===== config.mk =====
export PLATFORM = sky130hd
export DESIGN_NAME = axi_read_arbiter
export DESIGN_NICKNAME = d
export VERILOG_FILES = /design/src/rtl/axi_arb_pkg.sv /design/src/rtl/axi_read_arbiter_rr_picker.sv /design/src/rtl/axi_read_arbiter.sv
export SDC_FILE = /design/constraint.sdc
export NUM_CORES = 1
export LEC_CHECK = 0
export BUFFER_PORTS_ARGS = -buffer_cell sky130_fd_sc_hd__buf_4
export CAP_MARGIN = 10
export CORE_AREA = 8 8 143 145
export CTS_BUF_LIST = sky130_fd_sc_hd__clkbuf_4
export CTS_CLUSTER_DIAMETER = 80
export CTS_CLUSTER_SIZE = 30
export DETAILED_ROUTE_END_ITERATION = 12
export DIE_AREA = 0 0 151 153
export GPL_TIMING_DRIVEN = 0
export PLACE_DENSITY_LB_ADDON = 0.05
export SYNTH_ARGS = -nofsm -noshare
export SYNTH_HDL_FRONTEND = slang
export SYNTH_SLANG_ARGS = --single-unit

===== constraint.sdc =====
create_clock -name clk -period 2.8 [get_ports clk]
set_input_delay 0.28 -clock clk [delete_from_list [all_inputs] [get_ports clk]]
set_output_delay 0.28 -clock clk [all_outputs]
set_load 0.02 [all_outputs]

===== src/rtl/axi_arb_pkg.sv =====
// Shared types and constants for the AXI read-channel arbiter.
//   arb_state_e : arbiter FSM states
//   FIXED/INCR/WRAP : AXI burst-type encodings
//   idx_width() : width of a requester index for n requesters
package axi_arb_pkg;

  typedef enum logic [1:0] {
    IDLE = 2'd0,
    ADDR = 2'd1,
    DATA = 2'd2
  } arb_state_e;

  localparam logic [1:0] FIXED = 2'b00;
  localparam logic [1:0] INCR  = 2'b01;
  localparam logic [1:0] WRAP  = 2'b10;

  // Index width for n requesters; never less than one bit.
  function automatic int unsigned idx_width(input int unsigned n);
    return (n < 2) ? 1 : $clog2(n);
  endfunction

endpackage


===== src/rtl/axi_read_arbiter_rr_picker.sv =====
// Combinational round-robin picker.
//   req   : request vector
//   ptr   : highest-priority position for this pick
//   grant : one-hot winner (zero when no request)
//   idx   : index of the winner
//   any   : at least one request present
module rr_picker #(
  parameter int unsigned N  = 4,
  parameter int unsigned IW = 2
) (
  input  logic [N-1:0]  req,
  input  logic [IW-1:0] ptr,
  output logic [N-1:0]  grant,
  output logic [IW-1:0] idx,
  output logic          any
);

  // Scan from ptr upward, wrapping modulo N; first hit wins.
  always_comb begin
    int unsigned pos;
    grant = '0;
    idx   = '0;
    any   = 1'b0;
    pos   = 0;
    for (int unsigned k = 0; k < N; k++) begin
      pos = (32'(ptr) + k) % N;
      if (!any && req[pos]) begin
        any        = 1'b1;
        grant[pos] = 1'b1;
        idx        = IW'(pos);
      end
    end
  end

endmodule


===== src/rtl/axi_read_arbiter.sv =====
// Round-robin arbiter sharing one AXI read channel (AR + R) between NREQ
// requesters, one outstanding burst at a time.
//   clk, resetn          : clock, asynchronous active-low reset
//   req_ar*              : packed per-requester AR fields, requester i at [i*W +: W]
//   req_arvalid/arready  : per-requester AR handshake (arready one-hot, IDLE only)
//   req_rdata/rlast      : broadcast R payload
//   req_rvalid/rready    : per-requester R handshake, steered to grant_id
//   m_ar*, m_r*          : master-side AXI read channel
//   grant_id, busy       : current owner and in-flight indication
//   proto_err            : sticky beat-count / rlast mismatch flag
module axi_read_arbiter
  import axi_arb_pkg::*;
#(
  parameter int unsigned NREQ = 4,
  parameter int unsigned AW   = 32,
  parameter int unsigned DW   = 64,
  parameter int unsigned IW   = idx_width(NREQ)
) (
  input  logic              clk,
  input  logic              resetn,
  input  logic [NREQ*AW-1:0] req_araddr,
  input  logic [NREQ*8-1:0] req_arlen,
  input  logic [NREQ*3-1:0] req_arsize,
  input  logic [NREQ*2-1:0] req_arburst,
  input  logic [NREQ-1:0]   req_arvalid,
  output logic [NREQ-1:0]   req_arready,
  output logic [DW-1:0]     req_rdata,
  output logic              req_rlast,
  output logic [NREQ-1:0]   req_rvalid,
  input  logic [NREQ-1:0]   req_rready,
  output logic [AW-1:0]     m_araddr,
  output logic [7:0]        m_arlen,
  output logic [2:0]        m_arsize,
  output logic [1:0]        m_arburst,
  output logic              m_arvalid,
  input  logic              m_arready,
  input  logic [DW-1:0]     m_rdata,
  input  logic              m_rlast,
  input  logic              m_rvalid,
  output logic              m_rready,
  output logic [IW-1:0]     grant_id,
  output logic              busy,
  output logic              proto_err
);

  localparam int unsigned LW = 8;
  localparam int unsigned SW = 3;
  localparam int unsigned BW = 2;

  arb_state_e      state, state_nxt;
  logic [IW-1:0]   rr_ptr;
  logic [LW-1:0]   beat_cnt;
  logic [NREQ-1:0] pick_grant;
  logic [IW-1:0]   pick_idx;
  logic            pick_any;
  logic            accept;
  logic            beat;
  logic            rready_sel;

  logic [AW-1:0] addr_arr  [NREQ];
  logic [LW-1:0] len_arr   [NREQ];
  logic [SW-1:0] size_arr  [NREQ];
  logic [BW-1:0] burst_arr [NREQ];

  // Unpack the flat request buses into per-requester arrays.
  for (genvar i = 0; i < NREQ; i++) begin : g_unpack
    assign addr_arr[i]  = req_araddr[i*AW +: AW];
    assign len_arr[i]   = req_arlen[i*LW +: LW];
    assign size_arr[i]  = req_arsize[i*SW +: SW];
    assign burst_arr[i] = req_arburst[i*BW +: BW];
  end

  rr_picker #(
    .N  (NREQ),
    .IW (IW)
  ) u_picker (
    .req   (req_arvalid),
    .ptr   (rr_ptr),
    .grant (pick_grant),
    .idx   (pick_idx),
    .any   (pick_any)
  );

  // FSM state register.
  always_ff @(posedge clk or negedge resetn) begin
    if (!resetn) state <= IDLE;
    else         state <= state_nxt;
  end

  // Next state and handshake decode. arready is gated by resetn so no
  // requester sees an acceptance while reset is held.
  always_comb begin
    state_nxt   = state;
    req_arready = '0;
    req_rvalid  = '0;
    m_arvalid   = 1'b0;
    rready_sel  = 1'b0;
    accept      = 1'b0;
    beat        = 1'b0;
    case (state)
      IDLE: begin
        if (pick_any && resetn) begin
          req_arready = pick_grant;
          accept      = 1'b1;
          state_nxt   = ADDR;
        end
      end
      ADDR: begin
        m_arvalid = 1'b1;
        if (m_arready) state_nxt = DATA;
      end
      DATA: begin
        rready_sel           = req_rready[grant_id];
        req_rvalid[grant_id] = m_rvalid;
        beat                 = m_rvalid & rready_sel;
        if (beat && m_rlast) state_nxt = IDLE;
      end
      default: state_nxt = IDLE;
    endcase
  end

  assign m_rready  = rready_sel;
  assign req_rdata = m_rdata;
  assign req_rlast = m_rlast;
  assign busy      = (state != IDLE);

  // AR capture, owner tracking, beat checking and round-robin pointer.
  always_ff @(posedge clk or negedge resetn) begin
    if (!resetn) begin
      m_araddr  <= '0;
      m_arlen   <= '0;
      m_arsize  <= '0;
      m_arburst <= '0;
      grant_id  <= '0;
      rr_ptr    <= '0;
      beat_cnt  <= '0;
      proto_err <= 1'b0;
    end else begin
      if (accept) begin
        m_araddr  <= addr_arr[pick_idx];
        m_arlen   <= len_arr[pick_idx];
        m_arsize  <= size_arr[pick_idx];
        m_arburst <= burst_arr[pick_idx];
        grant_id  <= pick_idx;
        beat_cnt  <= len_arr[pick_idx];
      end
      if (beat) begin
        if (m_rlast) begin
          if (beat_cnt != '0) proto_err <= 1'b1;
          rr_ptr <= (grant_id == IW'(NREQ - 1)) ? '0 : grant_id + IW'(1);
        end else begin
          // Counter holds at zero on overrun; only the flag records it.
          if (beat_cnt == '0) proto_err <= 1'b1;
          else                beat_cnt  <= beat_cnt - LW'(1);
        end
      end
    end
  end

endmodule


# Yosys cells after proc, flatten, opt, wreduce, memory -nomap -nowiden
# Index checks and enable logic that the tools add are counted.
[word_totals]
regBits = 60
inputBits = 257
output_inout_bits = 124
word_cells = 123
[classes]
n_addsub = 5
n_lt_le_gt_ge = 11
eq_ne = 7
n_mux = 64
n_bitwise = 6
n_reduce_logical = 21
[op_table]
columns = ["cell", "n"]
rows = [
  ["32-bit binary-select mux with 2-bit select", 1],
  ["32-bit two-way mux", 2],
  ["8-bit two-way mux", 6],
  ["4-bit two-way mux", 7],
  ["1-bit two-way mux", 22],
  ["2-bit two-way mux", 10],
  ["8-bit binary-select mux with 2-bit select", 1],
  ["2-bit by 3-bit < comparator with 1-bit output, second input constant", 5],
  ["4-bit bitwise OR", 3],
  ["1-bit binary-select mux with 2-bit select", 5],
  ["1-bit demux with 2-bit select", 5],
  ["2-bit by 1-bit >= comparator with 1-bit output, second input constant", 5],
  ["1-bit logical AND", 10],
  ["8-bit logical NOT", 1],
  ["8-bit nonzero test", 1],
  ["8-bit by 1-bit subtractor with 8-bit output, second input constant", 1],
  ["3-bit binary-select mux with 2-bit select", 1],
  ["3-bit two-way mux", 2],
  ["2-bit != test, second input constant", 3],
  ["2-bit one-hot mux with 3 select lines", 1],
  ["3-bit AND reduction", 2],
  ["2-bit by 1-bit adder with 2-bit output, second input constant", 2],
  ["2-bit adder, second input constant", 2],
  ["4-bit bitwise AND", 1],
  ["11 further kinds", 15],
]

# Longest topological paths before layout
[logic_depth]
depth_word = 20
mapped_depth = 12
ltp_nobuf = 8

# By module
# A second synthesis with hierarchy kept.
[hier_totals]
cells_unflattened = 448
area_unflattened_um2 = 4615.7
[modules_own_cells]
columns = ["module", "instances", "cells_each", "area_per_inst_um2"]
rows = [
  ["axi_read_arbiter", 1, 403, 4194.0],
  ["rr_picker", 1, 45, 421.7],
]

# Worst setup path before layout
# OpenSTA, ideal clock, no wires.
[synth_timing]
path_kind = "register to register"
start = "register rr_ptr[0]"
end = "register beat_cnt[0]"
setup_ns = 0.128
arrival_time_ns = 2.874
required_ns = 2.672
path_slack_ns = -0.202
path_stages_with_launch = 11
period_less_slack_ns = 3.002
path_cell_list = "dfrtp_1 buf_6 clkinv_1 ha_1 mux4_2 buf_4 nand2b_4 mux2_4 a2111o_1 o22ai_2 a211oi_1"
[synth_between]
elab_chain_len = 20
word_cells_on_any_way = 36
[synth_lines]
columns = ["element", "line", "source"]
rows = [
  ["start: declaration", "axi_read_arbiter.sv:51", "logic [IW-1:0] rr_ptr;"],
  ["start signal: assignment", "axi_read_arbiter.sv:150", "rr_ptr <= (grant_id == IW'(NREQ - 1)) ? '0 : grant_id + IW'(1);"],
  ["branches (longest 16 deep; another with 2-bit by 1-bit adder with 2-bit output)", "n/a", ""],
  ["8-bit two-way mux *", "axi_read_arbiter.sv:139", "if (accept) begin"],
  ["8-bit two-way mux", "axi_read_arbiter.sv:153", "if (beat_cnt == '0) proto_err <= 1'b1;"],
  ["8-bit two-way mux", "axi_read_arbiter.sv:148", "if (m_rlast) begin"],
  ["8-bit two-way mux *", "axi_read_arbiter.sv:147", "if (beat) begin"],
  ["end signal: assignment", "axi_read_arbiter.sv:145", "beat_cnt <= len_arr[pick_idx];"],
  ["end signal: assignment", "axi_read_arbiter.sv:154", "else beat_cnt <= beat_cnt - LW'(1);"],
  ["end: declaration", "axi_read_arbiter.sv:52", "logic [LW-1:0] beat_cnt;"],
]
# Every way passes the cells marked *. The select of a mux whose other input is x is not followed.
# A chain may end at the register's enable or synchronous reset.

# Worst setup path after layout
# Same ends and word-level chain as after synthesis.

==> metrics <==
drt initial violations=234; CP required=3.12 ns; startpoint class of the critical path=flop; Die W=151 µm; Setup CP Type=reg2reg; Slew Viols, Final=0; WL final=24.5 mm; status=finished, final reports clean; Final #Nets=1292; critical path arrival=3.07 ns; ys flop type=dfrtp_1; layout cells sized above 1=50.8%; post-route design area=8640 µm²; detailed-route DRC error count=0; PnR Total Power=9.19 mW; DRT antenna net count=0; Tcrit/Tclk final=98.2%; WHS=0.125 ns; GR Util All Layers=20.1%; achievable frequency=364 MHz; Worst Tran Pin Value=0.698 ns; Yosys top cell area share=27.4%; num ports=381; routed len/inst=19.4 µm; Vias=5933; Final GP Congestion=0.825; Synth area leader=dfrtp_1; area post-placement=8140 µm²; largest net degree at the start of global routing=61; Worst Hold Class=in2reg; max-slew headroom at the worst pin=53.5%; CTS root buf=clkbuf_4; Post-synth EDFFs=0; TritonCTS buffer count=9; H-tree depth=3; Port Buffers=314; Starting Density=30.0%; setup violators final=0; peak supply drop=0.439 mV; Die Ht=153 µm; mapped cell area=5480 µm²; Die Area=23100 µm²; first-pass GRT wire length=36.1 mm; Area Overhead vs Synth=57.8%; RSZ-0062 raised after global routing=yes; Worst Clk Skew=0.0144 ns; initial antenna violation count=0; Yosys cell types=67; first drt pass iteration count=5; Clock Path Buffers=2; clk_lat worst skew=0.45 ns; yosys warns=0; gr ovfl total=0; synth top area cells=dfrtp_1, nand2_1, buf_4; Final Hold Viols=0; CTS tree=done; vias per cell=4.71; max-cap check violation count=0; Avg Cell Area, Syn=8.08 µm²; asr flop ratio synth=100%; Final min period=2.75 ns; n_diodes=0; clk sinks=60; critical path peak fanout=6; Worst-path clk slew=0.11 ns; PD cells=1060 nW/µm²; leak pwr=4.34 nW; core box area=18300 µm²; #FFs+latches synth=60; num rows=50; post-synthesis sequential area ratio=27.4%; Layout Utilization=47.3%; syn_nets=949; hpwl dp=19.4 mm; FILL cells=1878; Critical Path End Type=flop; vias in the first global route=6144; gate count of the mapped netlist=678
==> cells in the final DEF, fill, tap and decap left out, types with 7 or more instances in the layout <==
cell,instances
clkbuf_2,7
clkbuf_1,13
nor2_1,18
clkbuf_4,13
and2_1,42
dfrtp_1,58
nand3_1,46
inv_1,11
buf_4,394
nand2_1,180
o21ai_0,10
a31o_1,37
nand3_2,37
ha_1,13
==> cells in the mapped netlist, types with 6 or more instances <==
| cell | count |
|---|---|
| nand3_1 | 46 |
| inv_1 | 12 |
| buf_2 | 11 |
| a221oi_1 | 9 |
| clkbuf_1 | 21 |
| dfrtp_1 | 60 |
| nand3_2 | 37 |
| a21boi_0 | 6 |
| a31o_1 | 37 |
| nor2_1 | 20 |
| nand2_1 | 181 |
| buf_4 | 66 |
| a22oi_1 | 6 |
| o211ai_1 | 6 |
| ha_1 | 14 |
| o21ai_0 | 10 |
| and2_1 | 42 |
==> per-layer routing <==
| layer | GRT usage, % | routed length, µm | up-vias |
|---|---|---|---|
| met3 | 5.46 | 2060 | 15 |
| li1 | - | - | 2970 |
| met1 | 25.2 | 10400 | 2709 |
| met2 | 33.8 | 11800 | 239 |
| met5 | 0 | 0 | - |
| met4 | 3.58 | 201 | 0 |
==> kinds of logic (layout without fill, tap and decap cells) <==
kind of cell / after synthesis / count (layout) / share of synthesized area (%)
XOR/XNOR: 2 / 2 / 0.320
AND/OR/NAND/NOR: 353 / 353 / 33.0
buffers and inverters: 124 / 472 / 15.3
adder cells (fa/ha/maj): 14 / 14 / 3.20
AO/OA/AOI/OAI: 110 / 110 / 16.7
flip-flops: 60 / 60 / 27.4
multiplexers: 15 / 15 / 4.07
==> sequential cells by signal, summed over array words and instances (netlist names) <==
| register | cells |
|---|---|
| beat_cnt | 8 |
| grant_id | 2 |
| m_araddr | 32 |
| m_arburst | 2 |
| m_arlen | 8 |
| m_arsize | 3 |
| proto_err | 1 |
| rr_ptr | 2 |
| state | 2 |
==> metrics by stage <==
step / setup slack (ns) / std cells / setup TNS [ns]
3_3_place_gp: -0.495 / 1226 / -22.95
2_1_floorplan: 0.0182 / 678 / 0
3_5_place_dp: -0.512 / 1226 / -22.65
5_1_grt: -0.0507 / 1260 / -0.143
4_1_cts: -0.0593 / 1255 / -0.775
6_report: 0.0499 / 1260 / 0
==> area by class of cell <==
| type | instances | area [µm²] | share of cell area, % |
|---|---|---|---|
| clock buffer | 9 | 67.6 | 0.782 |
| timing repair buffer | 333 | 2530 | 29.3 |
| buffer | 110 | 835 | 9.66 |
| inverter | 13 | 65.1 | 0.753 |
| tap | 234 | 293 | 3.39 |
| sequential | 60 | 1500 | 17.4 |
| clock inverter | 7 | 33.8 | 0.391 |
| multi-input combinational | 494 | 3310 | 38.3 |
==> repair_timing <==
item                                    CTS  global route
endpoints found under the hold margin    61             0
gates resized for setup                  26            35
hold buffers                              3             0
pin swaps                                 2            12
endpoints found under the setup margin   58            53
setup buffers                            11             5
==> report_power, final <==
part | leakage [nW] | switching [mW] | internal, mW | total, mW
logic | 3.55 | 3.99 | 3.10 | 7.09
registers | 0.736 | 0.279 | 1.30 | 1.58
clock network | 0.0580 | 0.352 | 0.168 | 0.520
==> worst max-delay path, cell delays in order (launching register included) <==
cell and delay [ns]:
dfrtp_2 0.42, buf_12 0.12, clkinv_8 0.04, ha_4 0.27
mux4_2 0.32, buf_8 0.16, buf_4 0.16, nand2b_4 0.16
mux2_4 0.30, a2111o_1 0.45, o22ai_4 0.15, a211oi_1 0.06
==> path summary, 6_finish.rpt <==
path | startpoint | to | slack [ns] | cells after the start
max | rr_ptr[0] | beat_cnt[0] | 0.05 | 11
min | req_arlen[9] | m_arlen[1] | 0.12 | 3
max reg2reg | rr_ptr[0] | beat_cnt[0] | 0.05 | 11
min reg2reg | m_arlen[6] | m_arlen[6] | 0.50 | 2
max in group asynchronous | resetn | rr_ptr[0] | 2.05 | 3
min in group asynchronous | resetn | m_arsize[0] | 0.47 | 3
Power figures use the tool's default switching activity.
